===== src/rtl/h14rx_tmds_align_decode.sv =====
// Receive-side TMDS channel: hunts for the word boundary using runs of control tokens,
// then decodes 8b data / 2b control. Streaming, one word in and one word out per clock.
module h14rx_tmds_align_decode #(
  parameter int LockCount     = 12,
  parameter int SearchTimeout = 4096,
  parameter int LossTimeout   = 8192
) (
  input  logic       pixel_clk,
  input  logic       rst,
  input  logic [9:0] tmds_word,
  output logic [7:0] data,
  output logic [1:0] ctrl,
  output logic       de,
  output logic       locked,
  output logic [3:0] bit_offset,
  output logic       fsm_state
);

  localparam int TmoMax = (SearchTimeout > LossTimeout) ? SearchTimeout : LossTimeout;
  localparam int TmoW   = $clog2(TmoMax);
  localparam int RunW   = $clog2(LockCount + 1);
  localparam logic [TmoW-1:0] SearchLast = TmoW'(SearchTimeout - 1);
  localparam logic [TmoW-1:0] LossLast   = TmoW'(LossTimeout - 1);
  localparam logic [RunW-1:0] RunFull    = RunW'(LockCount);

  typedef enum logic {S_SEARCH = 1'b0, S_LOCKED = 1'b1} state_t;

  state_t          state_q, state_d;
  logic [9:0]      w0_q, w1_q;
  logic [TmoW-1:0] tmo_q, tmo_d;
  logic [RunW-1:0] run_q, run_d, run_inc;
  logic [3:0]      off_q, off_d, off_next;
  logic [7:0]      data_q, data_d;
  logic [1:0]      ctrl_q, ctrl_d;
  logic            de_q, de_d;

  logic [19:0] window;
  logic [9:0]  aligned;
  logic        is_ctrl;
  logic [1:0]  token;
  logic [7:0]  qv, dec;
  logic        lock_now;

  // w1 is the older word, so the window is in serial order from bit 0 upward.
  assign window  = {w0_q, w1_q};
  assign aligned = 10'(window >> off_q);

  always_comb begin
    is_ctrl = 1'b1;
    token   = 2'b00;
    case (aligned)
      10'h354: token = 2'b00;
      10'h0AB: token = 2'b01;
      10'h154: token = 2'b10;
      10'h2AB: token = 2'b11;
      default: is_ctrl = 1'b0;
    endcase
  end

  always_comb begin
    qv     = aligned[9] ? ~aligned[7:0] : aligned[7:0];
    dec    = '0;
    dec[0] = qv[0];
    for (int i = 1; i < 8; i++) begin
      dec[i] = aligned[8] ? (qv[i] ^ qv[i-1]) : ~(qv[i] ^ qv[i-1]);
    end
  end

  assign lock_now = (state_q == S_LOCKED);

  always_comb begin
    off_next = (off_q == 4'd9) ? 4'd0 : off_q + 4'd1;
    run_inc  = (run_q == RunFull) ? run_q : run_q + RunW'(1);
    state_d  = state_q;
    run_d    = run_q;
    tmo_d    = tmo_q;
    off_d    = off_q;
    case (state_q)
      S_SEARCH: begin
        run_d = is_ctrl ? run_inc : '0;
        tmo_d = tmo_q + TmoW'(1);
        // Lock takes priority over a slip on the same edge.
        if (run_d == RunFull) begin
          state_d = S_LOCKED;
          run_d   = '0;
          tmo_d   = '0;
        end else if (tmo_q == SearchLast) begin
          off_d = off_next;
          run_d = '0;
          tmo_d = '0;
        end
      end
      S_LOCKED: begin
        run_d = '0;
        if (is_ctrl) begin
          tmo_d = '0;
        end else if (tmo_q == LossLast) begin
          state_d = S_SEARCH;
          off_d   = off_next;
          tmo_d   = '0;
        end else begin
          tmo_d = tmo_q + TmoW'(1);
        end
      end
      default: state_d = S_SEARCH;
    endcase
  end

  always_comb begin
    data_d = 8'h00;
    ctrl_d = 2'b00;
    de_d   = 1'b0;
    if (lock_now) begin
      if (is_ctrl) begin
        ctrl_d = token;
      end else begin
        de_d   = 1'b1;
        data_d = dec;
        ctrl_d = ctrl_q;
      end
    end
  end

  always_ff @(posedge pixel_clk) begin
    if (rst) begin
      state_q <= S_SEARCH;
      w0_q    <= '0;
      w1_q    <= '0;
      tmo_q   <= '0;
      run_q   <= '0;
      off_q   <= '0;
      data_q  <= '0;
      ctrl_q  <= '0;
      de_q    <= 1'b0;
    end else begin
      state_q <= state_d;
      w0_q    <= tmds_word;
      w1_q    <= w0_q;
      tmo_q   <= tmo_d;
      run_q   <= run_d;
      off_q   <= off_d;
      data_q  <= data_d;
      ctrl_q  <= ctrl_d;
      de_q    <= de_d;
    end
  end

  assign data       = data_q;
  assign ctrl       = ctrl_q;
  assign de         = de_q;
  assign locked     = lock_now;
  assign bit_offset = off_q;
  assign fsm_state  = state_q;

endmodule


===== config.mk =====
export PLATFORM = sky130hd
export DESIGN_NAME = h14rx_tmds_align_decode
export DESIGN_NICKNAME = d
export VERILOG_FILES = /design/src/rtl/h14rx_tmds_align_decode.sv
export SDC_FILE = /design/constraint.sdc
export NUM_CORES = 1
export LEC_CHECK = 0
export ABC_AREA = 1
export ABC_CLOCK_PERIOD_IN_PS = 3400
export CAP_MARGIN = 15
export CORE_MARGIN = 2
export CORE_UTILIZATION = 30
export CTS_BUF_LIST = sky130_fd_sc_hd__clkbuf_16
export CTS_CLUSTER_DIAMETER = 40
export DETAILED_ROUTE_END_ITERATION = 7
export DONT_BUFFER_PORTS = 1
export GPL_TIMING_DRIVEN = 0
export PLACE_DENSITY = 0.55
export SLEW_MARGIN = 20
export SYNTH_ARGS = -nofsm -noshare
export SYNTH_HDL_FRONTEND = slang
export SYNTH_SLANG_ARGS = --single-unit
export TNS_END_PERCENT = 5

===== constraint.sdc =====
create_clock -name pixel_clk -period 3.4 [get_ports pixel_clk]
set_input_delay 0.51 -clock pixel_clk [delete_from_list [all_inputs] [get_ports pixel_clk]]
set_output_delay 0.51 -clock pixel_clk [all_outputs]
set_load 0.01 [all_outputs]

### Yosys cells after proc, flatten, opt, wreduce, memory -nomap -nowiden

Cells that the tools add are included.

| storage, ports and cells | value |
|---|---|
| flip-flop bits (word level) | 53 |
| input port bits | 12 |
| output and inout bits | 17 |
| word-level logic and storage cells | 77 |

| operators by class | value |
|---|---|
| add/sub/neg operators | 3 |
| equality and inequality tests | 13 |
| shift operators | 1 |
| mux-type cells | 31 |
| bitwise gates (word level) | 16 |
| reduce and logical (&&, ||, !) cells | 4 |

Operators with widths:

| operator | count |
|---|---|
| 13-bit two-way mux | 4 |
| 4-bit two-way mux | 9 |
| 13-bit case mux with 2 select lines | 1 |
| 10-bit equality test, second input constant | 2 |
| 20-bit by 4-bit >> shifter with 10-bit output | 1 |
| 4-bit case mux with 2 select lines | 2 |
| 13-bit by 1-bit adder with 13-bit output, second input constant | 1 |
| 13-bit by 12-bit equality test with 1-bit output, second input constant | 1 |
| 13-bit equality test, second input constant | 1 |
| 4-bit equality test, second input constant | 3 |
| 1-bit two-way mux | 12 |
| 10-bit by 8-bit equality test with 1-bit output, second input constant | 1 |
| 10-bit by 9-bit equality test with 1-bit output, second input constant | 1 |
| 4-bit by 1-bit adder with 4-bit output, second input constant | 2 |
| 8-bit two-way mux | 1 |
| 1-bit NOT | 8 |
| 8-bit NOT | 1 |
| 1-bit bitwise XOR | 7 |
| 2-bit != test, second input constant | 3 |
| 2-bit case mux with 3 select lines | 1 |
| 4-bit AND reduction | 1 |
| 4-bit OR reduction | 1 |
| 3-bit OR reduction | 1 |
| 2-bit by 1-bit != test with 1-bit output, second input constant | 1 |
| 2 further kinds | 2 |

### Depth between registers and ports, before layout

| logic depth | value |
|---|---|
| word-level depth | 8 |
| depth in mapped cells | 21 |
| mapped depth without buffers | 20 |

### Worst setup path before layout

Ideal clock, no wire load.

| timing | value |
|---|---|
| kind | register to register |
| from | register off_q[0], in the netlist bit_offset[0] |
| to | register tmo_q[10] |
| setup time | 0.134 ns |
| arrival | 2.423 ns |
| required time | 3.266 ns |
| slack | 0.844 ns |
| cell stages (with the launch flop) | 18 |
| buffers on the path | 3 |
| clock period less this slack | 2.556 ns |
| path through | dfxtp_1 -> buf_6 -> buf_4 -> mux2i_1 -> nor2_1 -> o21ai_0 -> a21oi_1 -> nor2_1 -> ha_1 -> nand4_1 -> inv_1 -> nand3_2 -> nand2_4 -> and2_4 -> nor2_4 -> nor2_2 -> buf_6 -> nor3_2 |

| on the way | value |
|---|---|
| longest elaborated chain between the ends | 8 |
| elaborated cells between the ends (all ways) | 12 |
| those cells by class | 5 x eq/ne; 1 x shift; 5 x mux; 1 x reduce/logical |

Ends and longest elaborated chain:

| item | line | source |
|---|---|---|
| start, declared | 32 | `logic [3:0] off_q, off_d, off_next;` |
| start signal, assigned | 131 | `off_q <= '0;` |
| start signal, assigned | 141 | `off_q <= off_d;` |
| 20-bit by 4-bit >> shifter with 10-bit output (*) | 46 | `assign aligned = 10'(window >> off_q);` |
| 10-bit equality test (tied with other cells) | 51 | `case (aligned)` |
| 4-bit OR reduction (no line) (*) | n/a |  |
| 1-bit two-way mux (*) | 51 |  |
| 4-bit two-way mux | 80 | `run_d = is_ctrl ? run_inc : '0;` |
| 4-bit equality test | 83 | `if (run_d == RunFull) begin` |
| 13-bit two-way mux | 83 |  |
| 13-bit case mux with 2 select lines (*) | 78 | `case (state_q)` |
| end signal, assigned | 139 | `tmo_q <= tmo_d;` |
| end, declared | 30 | `logic [TmoW-1:0] tmo_q, tmo_d;` |

Every way passes the cells marked *; elsewhere a longest branch is shown, timed or not.
A chain may end at the register's enable or synchronous reset.

### Worst setup path after layout

| timing | value |
|---|---|
| from | register off_q[1], in the netlist bit_offset[1] |
| to | register tmo_q[9] |

The elaborated chain is that of the path after synthesis.

==> results.sh <==
export IMPL_status="completed"
export IMPL_track_usage=0.128
export IMPL_synth_nets=453
export IMPL_max_cap_violations=0
export IMPL_grt_remaining_overflow=0
export IMPL_drive_gt1_frac=0.135
export IMPL_first_pass_iters=6
export IMPL_syn2layout_area_growth_pct=9.95
export IMPL_coreArea_um2=9770
export IMPL_clk_root_buffer_cell="clkbuf_16"
export IMPL_crit_path_top_delay_cell="dfxtp_1"
export IMPL_ys_seq_elements=53
export IMPL_drtIter0Drc=153
export IMPL_final_cell_area_um2=3320
export IMPL_fin_total_pwr_w=0.00120
export IMPL_comb_power_share=0.066
export IMPL_diodes=0
export IMPL_p_sw_w=0.000269
export IMPL_p_seq_frac=0.538
export IMPL_worst_slew_pin_slew_ns=0.555
export IMPL_gp_congestion=0.897
export IMPL_grt_max_degree=15
export IMPL_p_int_w=0.000926
export IMPL_initial_core_util=0.309
export IMPL_die_x_um=104
export IMPL_cts_clk_slew_worst_paths_ns=0.07
export IMPL_slew_viol_final=0
export IMPL_synth_ff_type="dfxtp_1"
export IMPL_ys_warn_count=0
export IMPL_cp_arrival_ns=3.19
export IMPL_placed_cell_area_um2=3190
export IMPL_start_kind="register"
export IMPL_drc_errors=0
export IMPL_max_stage_delay_ns=0.40
export IMPL_min_period_ns=3.04
export IMPL_setup_tns_final_ns=0
export IMPL_cp_required_ns=3.55
export IMPL_numPortBuffers=0
export IMPL_cp_max_fo=10
export IMPL_crit_start="bit_offset[1]$_SDFFE_PP0P_"
export IMPL_grt_pass1_vias=2463
export IMPL_relSlewSlack=0.630
export IMPL_nNetsFinal=460
export IMPL_hold_buffers=0
export IMPL_syn_instance_count=430
export IMPL_finClkSkew_ns=0.00588
export IMPL_vias=2601
export IMPL_clock_latency_ns=0.29
export IMPL_synth_area_um2=3020
export IMPL_p_leak_nw=1.41
export IMPL_hp_start="tmds_word[4]"
export IMPL_ant_nets=0
export IMPL_post_route_util=0.340
export IMPL_swShare=0.225
export IMPL_ir_drop_mv=0.215
export IMPL_ys_seq_area_frac=0.351
export IMPL_dp_hpwl_um=5220
export IMPL_synth_async_reset_ratio=0
export IMPL_antenna_found_initial=0
export IMPL_clock_power_share=0.396
export IMPL_viasPerCell=4.56
export IMPL_finalHoldViolCount=0
export IMPL_r2r_start="bit_offset[1]$_SDFFE_PP0P_"
export IMPL_placementRows=36
export IMPL_criticalPathCategory="reg -> reg"
export IMPL_cp_cell_sequence="buf_2 -> inv_2 -> buf_2 -> o21ai_0 -> a21oi_1 -> a21boi_1 -> ha_1 -> nand4_1 -> inv_1 -> nand2_4 -> nand2_4 -> and2_4 -> nor2_4 -> nor2_2 -> buf_6 -> nor3_2"
export IMPL_grt_pass1_wl_um=11700
export IMPL_fmax_ghz=0.329
export IMPL_finalCritPeriodShare=0.894
export IMPL_cts_buffers=5
export IMPL_final_setup_viol_count=0
export IMPL_cts_htree_levels=2
export IMPL_worst_hold_path_type="in -> reg"
export IMPL_rsz0062_at_grt="false"
export IMPL_end_kind="register"
export IMPL_dieArea_um2=10900
export IMPL_cts_sinks=53
export IMPL_ios=29
export IMPL_synth_edf_count=0
export IMPL_whs_ns=0.319
export IMPL_routed_wl_um=6540
export IMPL_p_per_area_nw_per_um2=360
export IMPL_die_y_um=104
export IMPL_cts_buffer_depth=2
export IMPL_yosysUniqueCellTypes=40
export IMPL_cts_tree="yes"
export IMPL_wl_per_cell_um=11.5
export IMPL_syn_area_per_cell_um2=7.02
## cell families (layout without fill, tap and decap cells)
kind of cell | after synthesis | in the layout | synth area share
AO/OA/AOI/OAI | 66 | 66 | 0.121
XOR/XNOR | 7 | 7 | 0.0203
multiplexers | 1 | 1 | 0.00332
adder cells (fa/ha/maj) | 11 | 11 | 0.0456
buffers and inverters | 73 | 80 | 0.102
flip-flops | 53 | 53 | 0.351
AND/OR/NAND/NOR | 219 | 219 | 0.356
## placed cells by master (no fill, tap or decap), types with 3 or more instances in the layout
cell	netlist	layout
nand3_2	6	6
o21ai_0	35	35
inv_1	55	56
o21ai_1	3	3
nor2_1	45	45
clkbuf_16	0	5
nor3_1	4	4
xor2_1	5	5
inv_2	3	3
buf_6	3	3
nand2_2	5	5
ha_1	11	11
nor3_2	4	4
nand2_1	94	94
nor2_2	9	9
clkbuf_1	6	6
or2_2	6	6
a21oi_1	17	17
o211ai_1	4	4
buf_2	4	4
dfxtp_1	53	52
nand2_4	3	3
nand4_1	5	5
nand3_1	28	28
## synthesized netlist by cell type (all sizes together) (2+ instances only)
| cell type | n | area [um2] |
|---|---|---|
| nand2 | 103 | 438 |
| inv | 58 | 218 |
| nor2 | 56 | 248 |
| dfxtp | 53 | 1060 |
| o21ai | 40 | 208 |
| nand3 | 35 | 218 |
| a21oi | 17 | 85.1 |
| ha | 11 | 138 |
| buf | 9 | 68.8 |
| nor3 | 8 | 60.1 |
| or2 | 7 | 43.8 |
| clkbuf | 6 | 22.5 |
| nand4 | 5 | 31.3 |
| o211ai | 5 | 42.5 |
| xor2 | 5 | 43.8 |
| nor4 | 2 | 12.5 |
| xnor2 | 2 | 17.5 |
## flip-flops by register name, indices dropped and copies added (netlist names)
name / cells
de: 1
data: 8
ctrl: 2
run_q: 4
fsm_state: 1
w0_q: 10
w1_q: 10
bit_offset: 4
tmo_q: 13
## power groups by stage
stage	Combinational, W	Clock, W	Sequential, W
2_1_floorplan	0.0000618	0	0.000655
3_3_place_gp	0.0000778	0	0.000657
3_5_place_dp	0.0000787	0	0.000657
4_1_cts	0.0000792	0.000486	0.000643
5_1_grt	0.0000923	0.000516	0.000644
6_report	0.0000789	0.000474	0.000643
## through the flow
| step | cells | worst slack [ns] |
|---|---|---|
| final | 570 | 0.362 |
| after global routing | 570 | 0.0543 |
| after CTS | 570 | 0.283 |
| after detailed placement | 563 | 0.308 |
| after global placement | 563 | 0.303 |
| after floorplan | 430 | 0.844 |
## timing repair
action | CTS | global route
setup buffers | 0 | 0
endpoints found under the setup margin | 0 | 5
resized for setup | 0 | 1
## worst max-delay path: cells and delay by family (launching register included)
| family | cells | cell delay [ns] |
|---|---|---|
| buffers and inverters | 5 | 0.85 |
| AO/OA/AOI/OAI | 3 | 0.79 |
| AND/OR/NAND/NOR | 7 | 0.65 |
| flip-flops | 1 | 0.40 |
| adder cells (fa/ha/maj) | 1 | 0.21 |
## routing by layer
metal / track usage / vias to the layer above / wire length (um)
li1: - / 1381 / -
met1: 0.174 / 1142 / 3160
met2: 0.204 / 68 / 2920
met3: 0.0294 / 10 / 373
met4: 0.0347 / 0 / 80
met5: 0 / - / 0
## path summary, 6_finish.rpt
kind,endpoint,slack [ns],cells after the start
worst max-delay path,tmo_q[9]$_SDFF_PP0_,0.36,16
worst min-delay path,w0_q[4]$_SDFF_PP0_,0.32,2
worst min register to register,w1_q[1]$_SDFF_PP0_,0.44,2
worst max register to register,tmo_q[9]$_SDFF_PP0_,0.36,16
## area by class of cell
class	instances	area, um2
plain buffers	15	91.3
clock buffers	5	125
clock inverters	2	7.51
fillers	1066	6450
inverters	58	218
multi-input cells	304	1650
flip-flops and latches	53	1060
well taps	133	166
Power figures use the tool's default switching activity.
